### config.mk
export PLATFORM = sky130hd
export DESIGN_NAME = mat_vec_product_flat
export DESIGN_NICKNAME = d
export VERILOG_FILES = /design/src/rtl/mvp_pkg.sv /design/src/rtl/mat_vec_product_if.sv /design/src/rtl/mvp_lane_sum.sv /design/src/rtl/mat_vec_product.sv /design/src/flat_wrapper.sv
export SDC_FILE = /design/constraint.sdc
export NUM_CORES = 2
export LEC_CHECK = 0
export ABC_AREA = 0
export CORE_MARGIN = 2
export CORE_UTILIZATION = 30
export DETAILED_ROUTE_END_ITERATION = 10
export PLACE_DENSITY = 0.54
export SYNTH_ARGS = -nofsm -noshare
export SYNTH_HDL_FRONTEND = slang
export SYNTH_SLANG_ARGS = --single-unit
### constraint.sdc
create_clock -name clk -period 30.1 [get_ports clk]
set_input_delay 7.525 -clock clk [delete_from_list [all_inputs] [get_ports clk]]
set_output_delay 7.525 -clock clk [all_outputs]
set_load 0.02 [all_outputs]
### src/rtl/mvp_pkg.sv
// Shared types and helpers for mat_vec_product: FSM state encoding, counter sizing
// and the round-half-up / saturate function applied to accumulator results.
package mvp_pkg;

    typedef enum logic [1:0] {
        IDLE,
        RUN,
        EMIT,
        DONE
    } state_e;

    // Working width of the rounding helper; accumulators are sign-extended into it.
    localparam int SAT_MAX_W = 64;
    localparam logic signed [SAT_MAX_W-1:0] SAT_ONE = 1;

    function automatic int cnt_w(input int n);
        return (n > 1) ? $clog2(n) : 1;
    endfunction

    function automatic int chunks(input int vector_len, input int lanes);
        return vector_len / lanes;
    endfunction

    // Round half up at frac_w, then clamp to the signed data_w range.
    function automatic logic signed [SAT_MAX_W-1:0] round_sat(
        input logic signed [SAT_MAX_W-1:0] acc,
        input int                          data_w,
        input int                          frac_w
    );
        logic signed [SAT_MAX_W-1:0] half;
        logic signed [SAT_MAX_W-1:0] rnd;
        logic signed [SAT_MAX_W-1:0] hi;
        logic signed [SAT_MAX_W-1:0] lo;
        if (frac_w > 0) half = SAT_ONE <<< (frac_w - 1);
        else            half = '0;
        rnd = (acc + half) >>> frac_w;
        hi  = (SAT_ONE <<< (data_w - 1)) - SAT_ONE;
        lo  = -hi - SAT_ONE;
        if (rnd > hi)      return hi;
        else if (rnd < lo) return lo;
        else               return rnd;
    endfunction

endpackage

### src/rtl/mat_vec_product_if.sv
// Result stream of mat_vec_product: valid/ready handshake carrying one signed
// result and its row index per transfer.
interface mat_vec_product_if #(
    parameter int DATA_W = 16,
    parameter int ROW_W  = 2
);
    logic                     out_valid;
    logic                     out_ready;
    logic signed [DATA_W-1:0] out_data;
    logic [ROW_W-1:0]         out_row;

    modport master (
        output out_valid,
        output out_data,
        output out_row,
        input  out_ready
    );

    modport slave (
        input  out_valid,
        input  out_data,
        input  out_row,
        output out_ready
    );
endinterface

### src/rtl/mvp_lane_sum.sv
// Combinational lane datapath: LANES signed DATA_W x DATA_W multiplies reduced by a
// balanced adder tree into a sign-extended ACC_W partial sum.
module mvp_lane_sum #(
    parameter int LANES  = 2,
    parameter int DATA_W = 16,
    parameter int ACC_W  = 40
) (
    input  logic [LANES*DATA_W-1:0] a_flat,
    input  logic [LANES*DATA_W-1:0] b_flat,
    output logic signed [ACC_W-1:0] sum
);

    localparam int PROD_W = 2 * DATA_W;
    localparam int LEAVES = 1 << $clog2(LANES);

    logic signed [PROD_W-1:0] a_ext [LANES];
    logic signed [PROD_W-1:0] b_ext [LANES];
    logic signed [PROD_W-1:0] prod  [LANES];
    // Heap-ordered tree: node i sums nodes 2i and 2i+1, leaves start at LEAVES.
    logic signed [ACC_W-1:0]  node  [1:2*LEAVES-1];

    always_comb begin
        for (int k = 0; k < LANES; k++) begin
            a_ext[k] = PROD_W'($signed(a_flat[k*DATA_W +: DATA_W]));
            b_ext[k] = PROD_W'($signed(b_flat[k*DATA_W +: DATA_W]));
            prod[k]  = a_ext[k] * b_ext[k];
        end
    end

    always_comb begin
        for (int i = 0; i < LEAVES; i++) begin
            if (i < LANES) node[LEAVES + i] = ACC_W'(prod[i]);
            else           node[LEAVES + i] = '0;
        end
        for (int i = LEAVES - 1; i >= 1; i--) begin
            node[i] = node[2*i] + node[2*i + 1];
        end
        sum = node[1];
    end

endmodule

### src/rtl/mat_vec_product.sv
// Fixed-point matrix-vector multiplier: LANES products per cycle, one rounded and
// saturated result per row on a valid/ready stream. Define MVP_RELU_EN to clamp negatives to 0.
module mat_vec_product
    import mvp_pkg::*;
#(
    parameter int VECTOR_LEN = 4,
    parameter int ROWS       = 4,
    parameter int LANES      = 2,
    parameter int DATA_W     = 16,
    parameter int FRAC_W     = 8,
    parameter int ACC_W      = 40
) (
    input  logic                              clk,
    input  logic                              rst,
    input  logic                              start,
    input  logic [ROWS*VECTOR_LEN*DATA_W-1:0] mat_in,
    input  logic [VECTOR_LEN*DATA_W-1:0]      vec_in,
    output logic                              busy,
    output logic                              done,
    mat_vec_product_if.master                 out_if
);

    localparam int K       = chunks(VECTOR_LEN, LANES);
    localparam int ROW_W   = cnt_w(ROWS);
    localparam int CHUNK_W = cnt_w(K);
    localparam int MAT_W   = ROWS * VECTOR_LEN * DATA_W;
    localparam int VEC_W   = VECTOR_LEN * DATA_W;

    generate
        if (VECTOR_LEN % LANES != 0) begin : g_bad_lanes
            $fatal(1, "mat_vec_product: VECTOR_LEN must be a multiple of LANES");
        end
        if (ACC_W < 2 * DATA_W + $clog2(VECTOR_LEN) || ACC_W >= SAT_MAX_W) begin : g_bad_acc
            $fatal(1, "mat_vec_product: ACC_W out of range");
        end
    endgenerate

    state_e                   state_q, state_d;
    logic [ROW_W-1:0]         row_q, row_d;
    logic [CHUNK_W-1:0]       chunk_q, chunk_d;
    logic signed [ACC_W-1:0]  acc_q, acc_d;
    logic [MAT_W-1:0]         mat_q, mat_d;
    logic [VEC_W-1:0]         vec_q, vec_d;

    logic [LANES*DATA_W-1:0]  lane_a;
    logic [LANES*DATA_W-1:0]  lane_b;
    logic signed [ACC_W-1:0]  lane_sum;
    logic signed [DATA_W-1:0] result;

    // Operands for the current row and chunk, taken from the captured copies.
    always_comb begin
        lane_a = '0;
        lane_b = '0;
        for (int k = 0; k < LANES; k++) begin
            lane_a[k*DATA_W +: DATA_W] =
                mat_q[(int'(row_q) * VECTOR_LEN + int'(chunk_q) * LANES + k) * DATA_W +: DATA_W];
            lane_b[k*DATA_W +: DATA_W] =
                vec_q[(int'(chunk_q) * LANES + k) * DATA_W +: DATA_W];
        end
    end

    mvp_lane_sum #(
        .LANES  (LANES),
        .DATA_W (DATA_W),
        .ACC_W  (ACC_W)
    ) u_lane_sum (
        .a_flat (lane_a),
        .b_flat (lane_b),
        .sum    (lane_sum)
    );

    // NOTE: every variable gets its hold value first so no path can infer a latch.
    always_comb begin
        state_d = state_q;
        row_d   = row_q;
        chunk_d = chunk_q;
        acc_d   = acc_q;
        mat_d   = mat_q;
        vec_d   = vec_q;
        unique case (state_q)
            IDLE: begin
                if (start) begin
                    mat_d   = mat_in;
                    vec_d   = vec_in;
                    acc_d   = '0;
                    row_d   = '0;
                    chunk_d = '0;
                    state_d = RUN;
                end
            end
            RUN: begin
                acc_d = acc_q + lane_sum;
                if (chunk_q == CHUNK_W'(K - 1)) state_d = EMIT;
                else                            chunk_d = chunk_q + CHUNK_W'(1);
            end
            EMIT: begin
                if (out_if.out_ready) begin
                    if (row_q != ROW_W'(ROWS - 1)) begin
                        row_d   = row_q + ROW_W'(1);
                        acc_d   = '0;
                        chunk_d = '0;
                        state_d = RUN;
                    end else begin
                        state_d = DONE;
                    end
                end
            end
            DONE:    state_d = IDLE;
            default: state_d = IDLE;
        endcase
    end

    // NOTE: sequential state uses non-blocking assignments only; the captured
    // operand registers are cleared on reset too so an aborted job leaves nothing behind.
    always_ff @(posedge clk or posedge rst) begin
        if (rst) begin
            state_q <= IDLE;
            row_q   <= '0;
            chunk_q <= '0;
            acc_q   <= '0;
            mat_q   <= '0;
            vec_q   <= '0;
        end else begin
            state_q <= state_d;
            row_q   <= row_d;
            chunk_q <= chunk_d;
            acc_q   <= acc_d;
            mat_q   <= mat_d;
            vec_q   <= vec_d;
        end
    end

    // The accumulator holds through EMIT, so the result is formed directly from it.
    always_comb begin
        result = DATA_W'(round_sat(SAT_MAX_W'(acc_q), DATA_W, FRAC_W));
`ifdef MVP_RELU_EN
        if (result < 0) result = '0;
`endif
    end

    always_comb begin
        busy             = (state_q != IDLE);
        done             = (state_q == DONE);
        out_if.out_valid = (state_q == EMIT);
        out_if.out_data  = (state_q == EMIT) ? result : '0;
        out_if.out_row   = (state_q == EMIT) ? row_q  : '0;
    end

endmodule
### src/flat_wrapper.sv
// flat-port wrapper written by rule: the top's interface ports become plain ports
module mat_vec_product_flat import mvp_pkg::*;
#(
    parameter int VECTOR_LEN = 4,
    parameter int ROWS       = 4,
    parameter int LANES      = 2,
    parameter int DATA_W     = 16,
    parameter int FRAC_W     = 8,
    parameter int ACC_W      = 40
)
  (clk, rst, start, mat_in, vec_in, busy, done, out_if_out_valid, out_if_out_data, out_if_out_row, out_if_out_ready);
  mat_vec_product_if #(.DATA_W(DATA_W)) out_if_i ();
  input  logic clk;
  input  logic rst;
  input  logic start;
  input  logic [ROWS*VECTOR_LEN*DATA_W-1:0] mat_in;
  input  logic [VECTOR_LEN*DATA_W-1:0] vec_in;
  output logic busy;
  output logic done;
  output wire logic [$bits(out_if_i.out_valid)-1:0] out_if_out_valid;
  output wire logic [$bits(out_if_i.out_data)-1:0] out_if_out_data;
  output wire logic [$bits(out_if_i.out_row)-1:0] out_if_out_row;
  input wire logic [$bits(out_if_i.out_ready)-1:0] out_if_out_ready;
  assign out_if_out_valid = out_if_i.out_valid;
  assign out_if_out_data = out_if_i.out_data;
  assign out_if_out_row = out_if_i.out_row;
  assign out_if_i.out_ready = out_if_out_ready;
  mat_vec_product #(.VECTOR_LEN(VECTOR_LEN), .ROWS(ROWS), .LANES(LANES), .DATA_W(DATA_W), .FRAC_W(FRAC_W), .ACC_W(ACC_W)) u_core (.clk(clk), .rst(rst), .start(start), .mat_in(mat_in), .vec_in(vec_in), .busy(busy), .done(done), .out_if(out_if_i));
endmodule
==> results_dict.tcl <==
set metrics [dict create \
    status "finished clean" \
    dr.pass1.iters 7 \
    grt_overflow 0 \
    die_w_um 366 \
    hp-start "u_core.acc_q[4]" \
    yosysTopAreaCellShare 0.357 \
    top_layer "met4" \
    critPathLaunch "u_core.acc_q[9]" \
    place_hpwl_um 97500 \
    cts_hold_buf 0 \
    grt_pass1_wl_um 183000 \
    routed_wl_um 117000 \
    cp.arrival_ps 4330 \
    critPathLaunchType "flip-flop" \
    drive_gt1_frac 0.152 \
    portBuffers 344 \
    drv_slew 0 \
    max_stage_delay_ps 750 \
    clock_skew_ps 37.0 \
    worstSetupPathType "flip-flop to output port" \
    grt_usage 0.178 \
    grt_pass1_vias 28300 \
    synth.most_common_cell "inv_1" \
    synth_area_leaders "fa_1 (36%), dfrtp_1 (23%), mux2_2 (11%)" \
    setup_ws_ps 18250 \
    final_cells 5598 \
    synth-compound-area-share 0.0296 \
    r2r-start "u_core.chunk_q" \
    numPlacedInstances 5520 \
    die_area_mm2 0.134 \
    start_util 0.303 \
    synth.avg_cell_area_um2 11.2 \
    synth_cells 3511 \
    cts_buffer_depth 3 \
    synth.area.mux_share 0.157 \
    synth_flop_cell "dfrtp_1" \
    num-nets-final 5004 \
    clock-sinks 365 \
    fin_setup_tns_ps 0 \
    max_freq_mhz 84.4 \
    wl_per_cell_um 20.8 \
    syn_nets 4692 \
    synth_warnings 0 \
    drc 0 \
    synth_cell_types 73 \
    synthAdderAreaFrac 0.406 \
    ys_ff_latch 365 \
    worstMarginPinSlew_ps 1270 \
    core_area_mm2 0.130 \
    wl_met1_um 55300 \
    yosys.area.top_type "fa_1" \
    area_growth_pct 17.6 \
    rsz0062_at_grt "no" \
    yosysSeqAreaShare 0.232 \
    synth-simple-area-share 0.0770 \
    numCtsBuffers 43 \
    synth_edf_count 0 \
    ios 345 \
    cts-htree-levels 2 \
    hold_viol_final 0 \
    crit_required_ps 22580 \
    synth_top_family_by_area "adder cells" \
    met2WireLength_um 53100 \
    async_flop_share 1.00 \
    ant_nets 0 \
    max-cap-violations 0 \
    critPathSlowestCell "o21ai_0" \
    netlist_area_mm2 0.0394 \
    vias_per_cell 4.66 \
    gp_congestion 0.907 \
    ys_top_cells_by_count "inv_1 (743), fa_1 (702), mux2_2 (377)" \
    rows 132 \
    setup_violations 0 \
    hold_class "flip-flop to flip-flop" \
    cts.root.buffer_cell "clkbuf_16" \
    synth_xor_area_frac 0.0160 \
    maxSlewHeadroom 0.132 \
    vias 26100 \
    drtIter0Drc 1658 \
    fin_crit_sh 0.394 \
    grt_max_degree 164 \
    antenna_found_initial 4 \
    met3_wirelength_um 6070 \
    cts_tree "yes" \
    cts_setup_buffers 0 \
    clk_pin_slew_ps 60 \
    path_max_fanout 15 \
    cp-end-kind "output port" \
    clk-insertion-delay-late_ps 610 \
    dp_slack_ps 18560 \
    finalCriticalPeriod_ps 11850 \
    crit_chain "and3_2 -> and3_1 -> and4bb_2 -> nand3_1 -> o21ai_0 -> nand2b_1 -> nand2_2 -> o21ai_0 -> clkdlybuf4s50_1" \
    cpMostUsedCell "o21ai_0" \
    cts_resized 0 \
    dieHeight_um 366 \
]
cell type report:
cell class	instances	area [um2]
antenna	4	10.0
clock buffer	63	1230
clock inverter	11	218
fill	12900	83600
inverter	743	2800
multi-input combinational	2287	27000
sequential	365	9140
tap	1742	2180
timing repair buffer	383	3750
path summary, 6_finish.rpt:
| kind | to | slack [ps] | depth (start not counted) |
|---|---|---|---|
| worst max-delay path | out_if_out_data[4] | 18250 | 9 |
| worst min-delay path | u_core.acc_q[4] | 500 | 2 |
| worst max register to register | u_core.acc_q[36] | 19020 | 29 |
| worst min register to register | u_core.acc_q[4] | 500 | 2 |
| max in group asynchronous | u_core.mat_q[61] | 20430 | 4 |
| min in group asynchronous | u_core.mat_q[130] | 7500 | 2 |
registers in the layout (all words and copies together) (netlist names):
register and cells:
u_core.mat_q 256, u_core.vec_q 64, u_core.acc_q 40, u_core.row_q 2
u_core.state_q 2, u_core.chunk_q 1
logic make-up (layout without fill, tap and decap cells):
family,Yosys count,in the layout
DFF,365,365
other,0,4
xor gates and xnor gates,72,72
AOI/OAI and AO/OA,176,176
adders and majority gates,857,857
and+or+nand+nor,693,693
buffers and inverters,859,1200
muxes,489,489
critical path: cells and delay by family, from the launching register on:
| family | cells | cell delay (ps) |
|---|---|---|
| buf+inv | 1 | 670 |
| flops | 1 | 500 |
| simple gates | 6 | 1460 |
| compound gates | 2 | 1110 |
layer usage:
metal  vias to the layer above  global-route usage
met2                       717               0.279
met4                         0              0.0334
met5                         -                   0
li1                      11500                   -
met3                       131              0.0231
met1                     13700               0.265
placed cells by master, fill, tap and decap left out, drive strengths merged, types with 5 or more instances in the layout:
master / count
a22o: 8
and2: 32
inv: 745
xnor2: 50
nand2b: 19
nand4: 13
a21oi: 35
mux2: 377
clkbuf: 63
buf: 39
clkdlybuf4s50: 344
nor3: 15
nor2: 215
dfrtp: 365
a31oi: 10
mux4: 64
nand3: 16
o211ai: 9
o21bai: 5
mux2i: 48
fa: 702
a21o: 12
nor4: 6
nor2b: 16
xor2: 22
nand2: 342
o21ai: 71
ha: 155
metrics by stage:
step	instance area [um2]	hold WS, ps	utilization
floorplan	39400	450	-
global placement	44900	469	0.345
finish	46300	499	0.356
detailed placement	44900	490	0.345
CTS	46300	504	0.356
global route	46300	511	0.356
Power is left out: the tool's default activity adds up to more than one toggle a clock period on the data nets, which glitch-free logic cannot reach.
